$ cat config.mk
export PLATFORM = sky130hd
export DESIGN_NAME = vec_op_sequencer_flat
export DESIGN_NICKNAME = d
export VERILOG_FILES = /design/src/rtl/vec_op_sequencer_if.sv /design/src/rtl/vec_op_sequencer.sv /design/src/flat_wrapper.sv
export SDC_FILE = /design/constraint.sdc
export NUM_CORES = 1
export LEC_CHECK = 0
export CAP_MARGIN = 20
export CORE_UTILIZATION = 57
export DETAILED_ROUTE_END_ITERATION = 6
export PLACE_DENSITY = 0.84
export SLEW_MARGIN = 20
export SYNTH_ARGS = -nofsm -noshare
export SYNTH_HDL_FRONTEND = slang
export SYNTH_SLANG_ARGS = --single-unit
export TNS_END_PERCENT = 5
$ cat constraint.sdc
create_clock -name clk -period 4.1 [get_ports clk]
set_clock_uncertainty 0.15 [all_clocks]
set_input_delay 0.41 -clock clk [delete_from_list [all_inputs] [get_ports clk]]
set_output_delay 0.41 -clock clk [all_outputs]
set_load 0.02 [all_outputs]
$ cat src/rtl/vec_op_sequencer_if.sv
// vec_op_sequencer_if
//
// Request/response bundle between a requester and vec_op_sequencer.
//
//   start   requester -> sequencer   request, sampled only while idle
//   op      requester -> sequencer   3-bit op code
//   a, b    requester -> sequencer   W-bit operands
//   busy    sequencer -> requester   high whenever an op is in flight
//   done    sequencer -> requester   one-cycle completion pulse
//   err     sequencer -> requester   illegal op flag, valid with done
//   result  sequencer -> requester   2W-bit result, held until next accept
//
// master: the requester side.  slave: the sequencer side.

interface vec_op_sequencer_if #(
  parameter int W = 8
);
  logic             start;
  logic [2:0]       op;
  logic [W-1:0]     a;
  logic [W-1:0]     b;
  logic             busy;
  logic             done;
  logic             err;
  logic [2*W-1:0]   result;

  modport master (
    output start, op, a, b,
    input  busy, done, err, result
  );

  modport slave (
    input  start, op, a, b,
    output busy, done, err, result
  );
endinterface

$ cat src/rtl/vec_op_sequencer.sv
// vec_op_sequencer
//
// Multi-cycle sequencer for the vector arithmetic ops. One op is in flight
// at a time. Every 2W-bit add (ALU ops, multiply iterations, final poly
// accumulate) goes through a single shared adder; x*x for POLY is done by
// a W-cycle LSB-first shift-add multiply.
//
//   op 0 ADD  : a + b
//   op 1 SUB  : b - a
//   op 2 CADD : COUNT + a
//   op 3 CSUB : COUNT - a
//   op 4 POLY : a/2 + a + a*a
//   op 5-7    : illegal, result 0 with err
//
// Ports
//   clk   rising-edge clock
//   rst   synchronous, active-high reset
//   bus   vec_op_sequencer_if.slave (start/op/a/b in, busy/done/err/result out)
//
// States
//   state  | meaning
//   IDLE   | waiting for start; latches op/a/b on accept
//   ALU    | one-cycle add/sub/constant op or illegal flagging
//   MUL    | W shift-add iterations computing a*a into acc
//   ACC    | result = acc + (a>>1) + a
//   DONE   | done pulse, busy still high; back to IDLE

module vec_op_sequencer #(
  parameter int         W     = 8,
  parameter logic [2:0] COUNT = 3'b110
) (
  input  logic               clk,
  input  logic               rst,
  vec_op_sequencer_if.slave  bus
);

  localparam int RW = 2 * W;
  localparam int IW = (W > 1) ? $clog2(W) : 1;

  localparam logic [2:0] OP_ADD  = 3'd0;
  localparam logic [2:0] OP_SUB  = 3'd1;
  localparam logic [2:0] OP_CADD = 3'd2;
  localparam logic [2:0] OP_CSUB = 3'd3;
  localparam logic [2:0] OP_POLY = 3'd4;

  typedef enum logic [2:0] {
    S_IDLE = 3'd0,
    S_ALU  = 3'd1,
    S_MUL  = 3'd2,
    S_ACC  = 3'd3,
    S_DONE = 3'd4
  } state_e;

  state_e          state_q, state_d;

  logic [2:0]      op_q, op_d;
  logic [W-1:0]    a_q, a_d;
  logic [W-1:0]    b_q, b_d;
  logic [RW-1:0]   acc_q, acc_d;
  logic [RW-1:0]   mcand_q, mcand_d;
  logic [W-1:0]    mplier_q, mplier_d;
  logic [IW-1:0]   iter_q, iter_d;
  logic [RW-1:0]   result_q, result_d;
  logic            err_q, err_d;
  logic            done_q, done_d;

  logic            illegal;
  logic [RW-1:0]   add_x, add_y, sum;
  logic            add_ci;
  logic [W:0]      lin_term;

  assign illegal  = (op_q > OP_POLY);

  // Linear part of the poly, a/2 + a, fits in W+1 bits; it only feeds the
  // shared adder in ACC alongside the multiply accumulator.
  assign lin_term = {1'b0, a_q} + {2'b00, a_q[W-1:1]};

  // Shared adder. Subtraction is x + ~y + 1.
  assign sum = add_x + add_y + {{(RW-1){1'b0}}, add_ci};

  always_comb begin
    add_x  = '0;
    add_y  = '0;
    add_ci = 1'b0;
    case (state_q)
      S_ALU: begin
        case (op_q)
          OP_ADD: begin
            add_x = RW'(a_q);
            add_y = RW'(b_q);
          end
          OP_SUB: begin
            add_x  = RW'(b_q);
            add_y  = ~(RW'(a_q));
            add_ci = 1'b1;
          end
          OP_CADD: begin
            add_x = RW'(COUNT);
            add_y = RW'(a_q);
          end
          OP_CSUB: begin
            add_x  = RW'(COUNT);
            add_y  = ~(RW'(a_q));
            add_ci = 1'b1;
          end
          default: ;
        endcase
      end
      S_MUL: begin
        add_x = acc_q;
        add_y = mplier_q[0] ? mcand_q : '0;
      end
      S_ACC: begin
        add_x = acc_q;
        add_y = RW'(lin_term);
      end
      default: ;
    endcase
  end

  // State register
  always_ff @(posedge clk) begin
    if (rst) begin
      state_q <= S_IDLE;
    end else begin
      state_q <= state_d;
    end
  end

  // Next-state logic
  always_comb begin
    state_d = state_q;
    case (state_q)
      S_IDLE: begin
        if (bus.start) begin
          state_d = (bus.op == OP_POLY) ? S_MUL : S_ALU;
        end
      end
      S_ALU:  state_d = S_DONE;
      // iter counts down from W-1; terminal count ends the multiply
      S_MUL:  if (iter_q == '0) state_d = S_ACC;
      S_ACC:  state_d = S_DONE;
      S_DONE: state_d = S_IDLE;
      default: state_d = S_IDLE;
    endcase
  end

  // Datapath and registered-output next values
  always_comb begin
    op_d     = op_q;
    a_d      = a_q;
    b_d      = b_q;
    acc_d    = acc_q;
    mcand_d  = mcand_q;
    mplier_d = mplier_q;
    iter_d   = iter_q;
    result_d = result_q;
    err_d    = err_q;
    case (state_q)
      S_IDLE: begin
        if (bus.start) begin
          op_d  = bus.op;
          a_d   = bus.a;
          b_d   = bus.b;
          err_d = 1'b0;
          if (bus.op == OP_POLY) begin
            acc_d    = '0;
            mcand_d  = RW'(bus.a);
            mplier_d = bus.a;
            iter_d   = IW'(W - 1);
          end
        end
      end
      S_ALU: begin
        result_d = illegal ? '0 : sum;
        err_d    = illegal;
      end
      S_MUL: begin
        acc_d    = sum;
        mcand_d  = {mcand_q[RW-2:0], 1'b0};
        mplier_d = {1'b0, mplier_q[W-1:1]};
        iter_d   = iter_q - 1'b1;
      end
      S_ACC: begin
        result_d = sum;
        err_d    = 1'b0;
      end
      default: ;
    endcase
  end

  // done is registered: it rises on the cycle the FSM enters DONE
  assign done_d = (state_d == S_DONE);

  always_ff @(posedge clk) begin
    if (rst) begin
      op_q     <= '0;
      a_q      <= '0;
      b_q      <= '0;
      acc_q    <= '0;
      mcand_q  <= '0;
      mplier_q <= '0;
      iter_q   <= '0;
      result_q <= '0;
      err_q    <= 1'b0;
      done_q   <= 1'b0;
    end else begin
      op_q     <= op_d;
      a_q      <= a_d;
      b_q      <= b_d;
      acc_q    <= acc_d;
      mcand_q  <= mcand_d;
      mplier_q <= mplier_d;
      iter_q   <= iter_d;
      result_q <= result_d;
      err_q    <= err_d;
      done_q   <= done_d;
    end
  end

  // Outputs
  always_comb begin
    bus.busy   = (state_q != S_IDLE);
    bus.done   = done_q;
    bus.err    = err_q;
    bus.result = result_q;
  end

endmodule

$ cat src/flat_wrapper.sv
// flat-port wrapper written by rule: the top's interface ports become plain ports
module vec_op_sequencer_flat 
#(
  parameter int         W     = 8,
  parameter logic [2:0] COUNT = 3'b110
)
  (clk, rst, bus_start, bus_op, bus_a, bus_b, bus_busy, bus_done, bus_err, bus_result);
  vec_op_sequencer_if #(.W(W)) bus_i ();
  input  logic clk;
  input  logic rst;
  input wire logic [$bits(bus_i.start)-1:0] bus_start;
  input wire logic [$bits(bus_i.op)-1:0] bus_op;
  input wire logic [$bits(bus_i.a)-1:0] bus_a;
  input wire logic [$bits(bus_i.b)-1:0] bus_b;
  output wire logic [$bits(bus_i.busy)-1:0] bus_busy;
  output wire logic [$bits(bus_i.done)-1:0] bus_done;
  output wire logic [$bits(bus_i.err)-1:0] bus_err;
  output wire logic [$bits(bus_i.result)-1:0] bus_result;
  assign bus_i.start = bus_start;
  assign bus_i.op = bus_op;
  assign bus_i.a = bus_a;
  assign bus_i.b = bus_b;
  assign bus_busy = bus_i.busy;
  assign bus_done = bus_i.done;
  assign bus_err = bus_i.err;
  assign bus_result = bus_i.result;
  vec_op_sequencer #(.W(W), .COUNT(COUNT)) u_core (.clk(clk), .rst(rst), .bus(bus_i));
endmodule
# Word level (Yosys, flattened, before mapping)
# Cells that the tools add are included.
[word_totals]
ff_bits = 83
in_bits = 22
out_inout_bits = 19
wordCells = 68
[op_classes]
addsub = 4
order_cmp = 1
n_eq_ne = 10
muxes = 27
bitwise = 1
n_reduce_logical = 14
[op_table]
columns = ["op", "count"]
rows = [
  ["case mux 16 bit (2 select lines)", 4],
  ["2-to-1 mux 16 bit", 6],
  ["case mux 16 bit (3 select lines)", 2],
  ["case mux 8 bit (3 select lines)", 1],
  ["adder 16 x 1 -> 16 bit", 1],
  ["adder 16 bit", 1],
  ["2-to-1 mux 8 bit", 2],
  ["NOT 8 -> 16 bit", 1],
  ["case mux 8 bit (2 select lines)", 1],
  ["equality test 3 x 2 -> 1 bit, second input constant", 4],
  ["2-to-1 mux 3 bit", 4],
  ["adder 8 x 7 -> 9 bit", 1],
  ["zero test 3 bit", 3],
  ["case mux 3 bit (3 select lines)", 1],
  ["OR reduction 2 bit", 4],
  ["equality test 3 x 1 -> 1 bit, second input constant", 2],
  ["equality test 3 bit, second input constant", 2],
  ["case mux 3 bit (2 select lines)", 1],
  ["nonzero test 3 bit", 2],
  ["AND reduction 2 bit", 2],
  ["nonzero test 2 bit", 2],
  ["greater-than comparator 3 bit, second input constant", 1],
  ["2-to-1 mux 1 bit", 3],
  ["case mux 1 bit (3 select lines)", 1],
  ["other kinds (5)", 5],
]

# Logic depth before layout (Yosys ltp)
[depth]
ltp_word = 8
ltp_mapped = 16
mapped_depth_nobuf = 15

# Worst setup path after synthesis
# OpenSTA, ideal clock, no wires.
[synth_timing]
path_kind = "register -> register"
from = "register u_core.a_q[1]"
to = "register u_core.acc_q[15]"
setup_time_ps = 62
arrival_time_ps = 3429
t_required_ps = 3888
path_slack_ps = 459
stages_incl_launch_ff = 15
n_path_buf = 0
synth_period_minus_slack_ps = 3641
cell_sequence = "dfxtp_1 > ha_1 > fa_1 > a21o_1 > a21o_1 > a21oi_1 > nor2_1 > a221oi_1 > o21ai_0 > ha_1 > a21oi_1 > a2111oi_4 > o221ai_2 > or4_1 > nand3_1"
[synth_between]
elab_chain_cells = 6
elab_cells_between_ends = 9
cone_classes = "add/sub (3); mux (5); bitwise (1)"
[synth_rtl]
columns = ["item", "line", "text"]
rows = [
  ["start: declaration", "vec_op_sequencer.sv:57", "logic [W-1:0] a_q, a_d;"],
  ["start signal: assignment", "vec_op_sequencer.sv:198", "a_q <= '0;"],
  ["start signal: assignment", "vec_op_sequencer.sv:209", "a_q <= a_d;"],
  ["branches (longest 3 deep; another with adder 8 x 7 -> 9 bit)", "n/a", ""],
  ["adder 16 bit *", "vec_op_sequencer.sv:79", "assign sum = add_x + add_y + {{(RW-1){1'b0}}, add_ci};"],
  ["adder 16 x 1 -> 16 bit *", "vec_op_sequencer.sv:79", ""],
  ["case mux 16 bit (2 select lines) *", "vec_op_sequencer.sv:159", "case (state_q)"],
  ["end signal: assignment", "vec_op_sequencer.sv:200", "acc_q <= '0;"],
  ["end signal: assignment", "vec_op_sequencer.sv:211", "acc_q <= acc_d;"],
  ["end: declaration", "vec_op_sequencer.sv:59", "logic [RW-1:0] acc_q, acc_d;"],
]
# Every way passes the cells marked *.
# A chain may end at the register's enable or synchronous reset.

# Worst setup path in the final report
[layout_timing]
from = "register u_core.a_q[0]"
to = "register u_core.acc_q[15]"
# The elaborated chain is that of the path after synthesis.

==> impl_summary.log <==
INFO  metric yosys_register_bits = 83
INFO  metric syn_inst = 622
INFO  metric number_of_global_route_vias_before_repair = 4,490
INFO  metric synth_enable_flop_cells = 0
INFO  metric synth.cells.most_frequent = sky130_fd_sc_hd__nand2_1 (104), sky130_fd_sc_hd__dfxtp_1 (83), sky130_fd_sc_hd__a21oi_1 (60)
INFO  metric p_comb_frac = 0.137
INFO  metric netlist.area_leader.share = 0.3398
INFO  metric area_delta_synth_final = 13.51%
INFO  metric synth_most_common_cell = sky130_fd_sc_hd__nand2_1
INFO  metric clock_insertion_delay_worst_skew = 370 ps
INFO  metric synth.yosys.seq_area_share = 0.3398
INFO  metric timing.final.ws_setup = 160.4 ps
INFO  metric yosysTopAreaCell = sky130_fd_sc_hd__dfxtp_1
INFO  metric postCtsHoldBufs = 0
INFO  metric cts.clk_slew.worst_paths = 100 ps
INFO  metric post_drt_wl_per_cell = 17.23 um
INFO  metric dr_total_vias = 4,624
INFO  metric totalWireLength = 12,990 um
INFO  metric ys_async_sr_fraction = 0
INFO  metric timing.setup.tns = 0 ps
INFO  metric root_buffer_master = sky130_fd_sc_hd__clkbuf_8
INFO  metric synth.net_count = 671
INFO  metric power_density = 306.8 mW/mm^2
INFO  metric drt_pre_antenna_iters = 5
INFO  metric register_area = 0.001663 mm^2
INFO  metric r2r.worst_path.cells = 14
INFO  metric final-instance-count-excl-fill = 754
INFO  metric floorplan.core_area = 0.008258 mm^2
INFO  metric antenna_found_initial = 0
INFO  metric max-slew-margin-rel = 0.2877
INFO  metric numCtsBuffers = 9
INFO  metric final-hold-violation-count = 0
INFO  metric critical_path.startpoint_type = register
INFO  metric clkSinkCount = 83
INFO  metric grt_first_pass_wirelength = 21,320 um
INFO  metric multi_input_comb_area = 0.003007 mm^2
INFO  metric yosysUniqueCellTypes = 59
INFO  metric tritoncts = done
INFO  metric postSynth.topFlopCell = sky130_fd_sc_hd__dfxtp_1
INFO  metric crit_path_capture_type = register
INFO  metric post_route_clock_period_utilization = 0.9609
INFO  metric internal-power = 1.172 mW
INFO  metric clock_share_of_power = 0.355
INFO  metric vdd_ir_drop_max = 187.6 uV
INFO  metric antenna-diode-count = 0
INFO  metric power.share.sequential = 0.508
INFO  metric synth-warning-count = 0
INFO  metric min_path_type = reg -> reg
INFO  metric initial_cell_density_of_the_core = 0.5921
INFO  metric floorplan.io_pins = 41
INFO  metric layout_min_cycle_time = 3940 ps
INFO  metric post-dp-hpwl = 9156 um
INFO  metric required = 4260 ps
INFO  metric global_route.peak_usage_layer = met2
INFO  metric grt_usage = 0.3066
INFO  metric max_clk_rate = 0.2538 GHz
INFO  metric finish.instance_area = 0.005550 mm^2
INFO  metric max_slew_vio_count = 0
INFO  metric grt_remaining_overflow = 0
INFO  metric grt_util_met1 = 0.3796
INFO  metric netSwitchingPower = 0.5313 mW
INFO  metric final_layout_size_suffix_gt1_frac = 0.06934
INFO  metric grt_met3_use = 0.04670
INFO  metric power.switching_fraction = 0.3120
INFO  metric critPathKind = reg -> reg
INFO  metric fill_cells = 714
INFO  metric placedCellCount = 737
INFO  metric fin_nets = 693
INFO  metric drt-vias-per-instance = 6.133
INFO  metric outcome = completed
INFO  metric rows = 33
INFO  metric leakage = 2.205 nW
INFO  metric synthesis.area = 0.004890 mm^2
INFO  metric cts.path.max_buffers = 2
INFO  metric synthTopCellsByArea = sky130_fd_sc_hd__dfxtp_1 (34%), sky130_fd_sc_hd__nand2_1 (8.0%), sky130_fd_sc_hd__a21oi_1 (6.1%), sky130_fd_sc_hd__ha_1 (6.1%), sky130_fd_sc_hd__a211oi_1 (4.6%)
INFO  metric chipHeight = 94.62 um
INFO  metric critical_path.max_fanout = 5
INFO  metric die_width = 94.62 um
INFO  metric ctsHtreeMaxLevel = 3
INFO  metric drtAntennaViolNets = 0
INFO  metric post_synth.cell_area_avg = 7.861 um^2
INFO  metric gpl.final_weighted_congestion = 0.9363
INFO  metric worst_pin_slew = 1066 ps
INFO  metric min_delay_path_depth = 2
INFO  metric grt_start_max_net_pins = 53
INFO  metric drc = 0
INFO  metric area_of_the_die = 0.008953 mm^2
INFO  metric pre_cts_ws = 125.0 ps
INFO  metric drt_first_iter_violations = 264
INFO  metric final_setup_violation_count = 0
INFO  metric worst_ep_arrival_time = 4100 ps
INFO  metric groute.layer.met2.usage = 0.5234
INFO  metric max_cap_violations = 0
INFO  metric port-buffer-count = 40
INFO  metric detailed_place.area = 0.005318 mm^2
[power groups by stage]
stage	Combinational (mW)	Clock [mW]	Sequential (mW)
3_5_place_dp	0.228	0	0.883
3_3_place_gp	0.222	0	0.882
2_1_floorplan	0.163	0	0.870
5_1_grt	0.260	0.645	0.870
6_report	0.233	0.604	0.865
4_1_cts	0.229	0.606	0.864
[per-layer routing]
metal	vias up	part of all wire
met1	2187	0.43
met5	-	0
met2	153	0.49
met3	30	0.047
met4	0	0.029
li1	2254	-
[path summary, 6_finish.rpt]
kind                                                         from                           endpoint  slack (ps)
worst min register to register  u_core.bus.result[0]$_SDFFE_PP0P_  u_core.bus.result[0]$_SDFFE_PP0P_         300
worst max-delay path                   u_core.a_q[0]$_SDFFE_PP0P_      u_core.acc_q[15]$_SDFFE_PP0P_         160
worst max register to register         u_core.a_q[0]$_SDFFE_PP0P_      u_core.acc_q[15]$_SDFFE_PP0P_         160
worst min-delay path            u_core.bus.result[0]$_SDFFE_PP0P_  u_core.bus.result[0]$_SDFFE_PP0P_         300
[critical path, cell delays in order (launching register included)]
cell and delay, ps:
sky130_fd_sc_hd__dfxtp_1 350, sky130_fd_sc_hd__ha_1 240, sky130_fd_sc_hd__fa_1 410, sky130_fd_sc_hd__a21o_1 200
sky130_fd_sc_hd__a21o_1 200, sky130_fd_sc_hd__a21oi_2 190, sky130_fd_sc_hd__nor2_1 90, sky130_fd_sc_hd__a221oi_2 270
sky130_fd_sc_hd__o21ai_1 110, sky130_fd_sc_hd__ha_1 380, sky130_fd_sc_hd__a21oi_2 110, sky130_fd_sc_hd__a2111oi_4 410
sky130_fd_sc_hd__o221ai_2 190, sky130_fd_sc_hd__or4_1 500, sky130_fd_sc_hd__nand3_1 80
[sequential cells by signal, indices dropped and copies added, names as in the netlist]
| register | count |
|---|---|
| u_core.mcand_q | 16 |
| u_core.acc_q | 16 |
| u_core.b_q | 8 |
| u_core.bus.err | 1 |
| u_core.state_q | 3 |
| u_core.a_q | 8 |
| u_core.mplier_q | 8 |
| u_core.bus.result | 16 |
| u_core.iter_q | 3 |
| u_core.bus.done | 1 |
| u_core.op_q | 3 |
[what timing repair did]
action / in CTS / in global routing
setup buffers: 0 / 1
endpoints found under the setup margin: 0 / 8
hold endpoints to repair: 0 / 0
resized for setup: 0 / 7
[cell type report]
cell class | count | area share
flip-flops and latches | 83 | 0.2996
inverters | 13 | 0.008792
clock inverters | 7 | 0.01375
clock buffers | 9 | 0.02232
multi-input cells | 483 | 0.5417
repair buffers | 54 | 0.09017
well taps | 105 | 0.02367
[through the flow]
step / util / hold WS (ps) / power, mW
finish: 0.6721 / 303.3 / 1.703
global route: 0.6721 / 329.7 / 1.774
CTS: 0.6682 / 307.5 / 1.700
detailed placement: 0.6439 / 293.9 / 1.111
global placement: 0.6439 / 288.0 / 1.104
floorplan: - / 293.0 / 1.033
[logic make-up after synthesis]
family / count (synthesis) / synth area share
AOI/OAI and AO/OA: 171 / 0.2316
xor gates and xnor gates: 16 / 0.02866
adders and majority gates: 27 / 0.07370
buffers and inverters: 56 / 0.05143
DFF: 83 / 0.3398
muxes: 14 / 0.02943
and+or+nand+nor: 255 / 0.2454
[layout by cell type, fill, tap and decap left out, types with 7 or more instances in the layout]
cell and count:
sky130_fd_sc_hd__and2_1 15, sky130_fd_sc_hd__nand2_1 104, sky130_fd_sc_hd__nor3_1 20, sky130_fd_sc_hd__a21oi_1 58, sky130_fd_sc_hd__ha_1 23, sky130_fd_sc_hd__xor2_1 7
sky130_fd_sc_hd__mux2i_1 11, sky130_fd_sc_hd__clkbuf_8 9, sky130_fd_sc_hd__clkdlybuf4s50_1 39, sky130_fd_sc_hd__buf_4 14, sky130_fd_sc_hd__a211oi_1 30, sky130_fd_sc_hd__nand3_1 29
sky130_fd_sc_hd__xnor2_1 9, sky130_fd_sc_hd__a22oi_1 9, sky130_fd_sc_hd__inv_1 13, sky130_fd_sc_hd__dfxtp_1 82, sky130_fd_sc_hd__nor2_1 49, sky130_fd_sc_hd__a21o_1 9
sky130_fd_sc_hd__o21ai_0 24, sky130_fd_sc_hd__nor2b_1 13
Power figures use the tool's default switching activity.
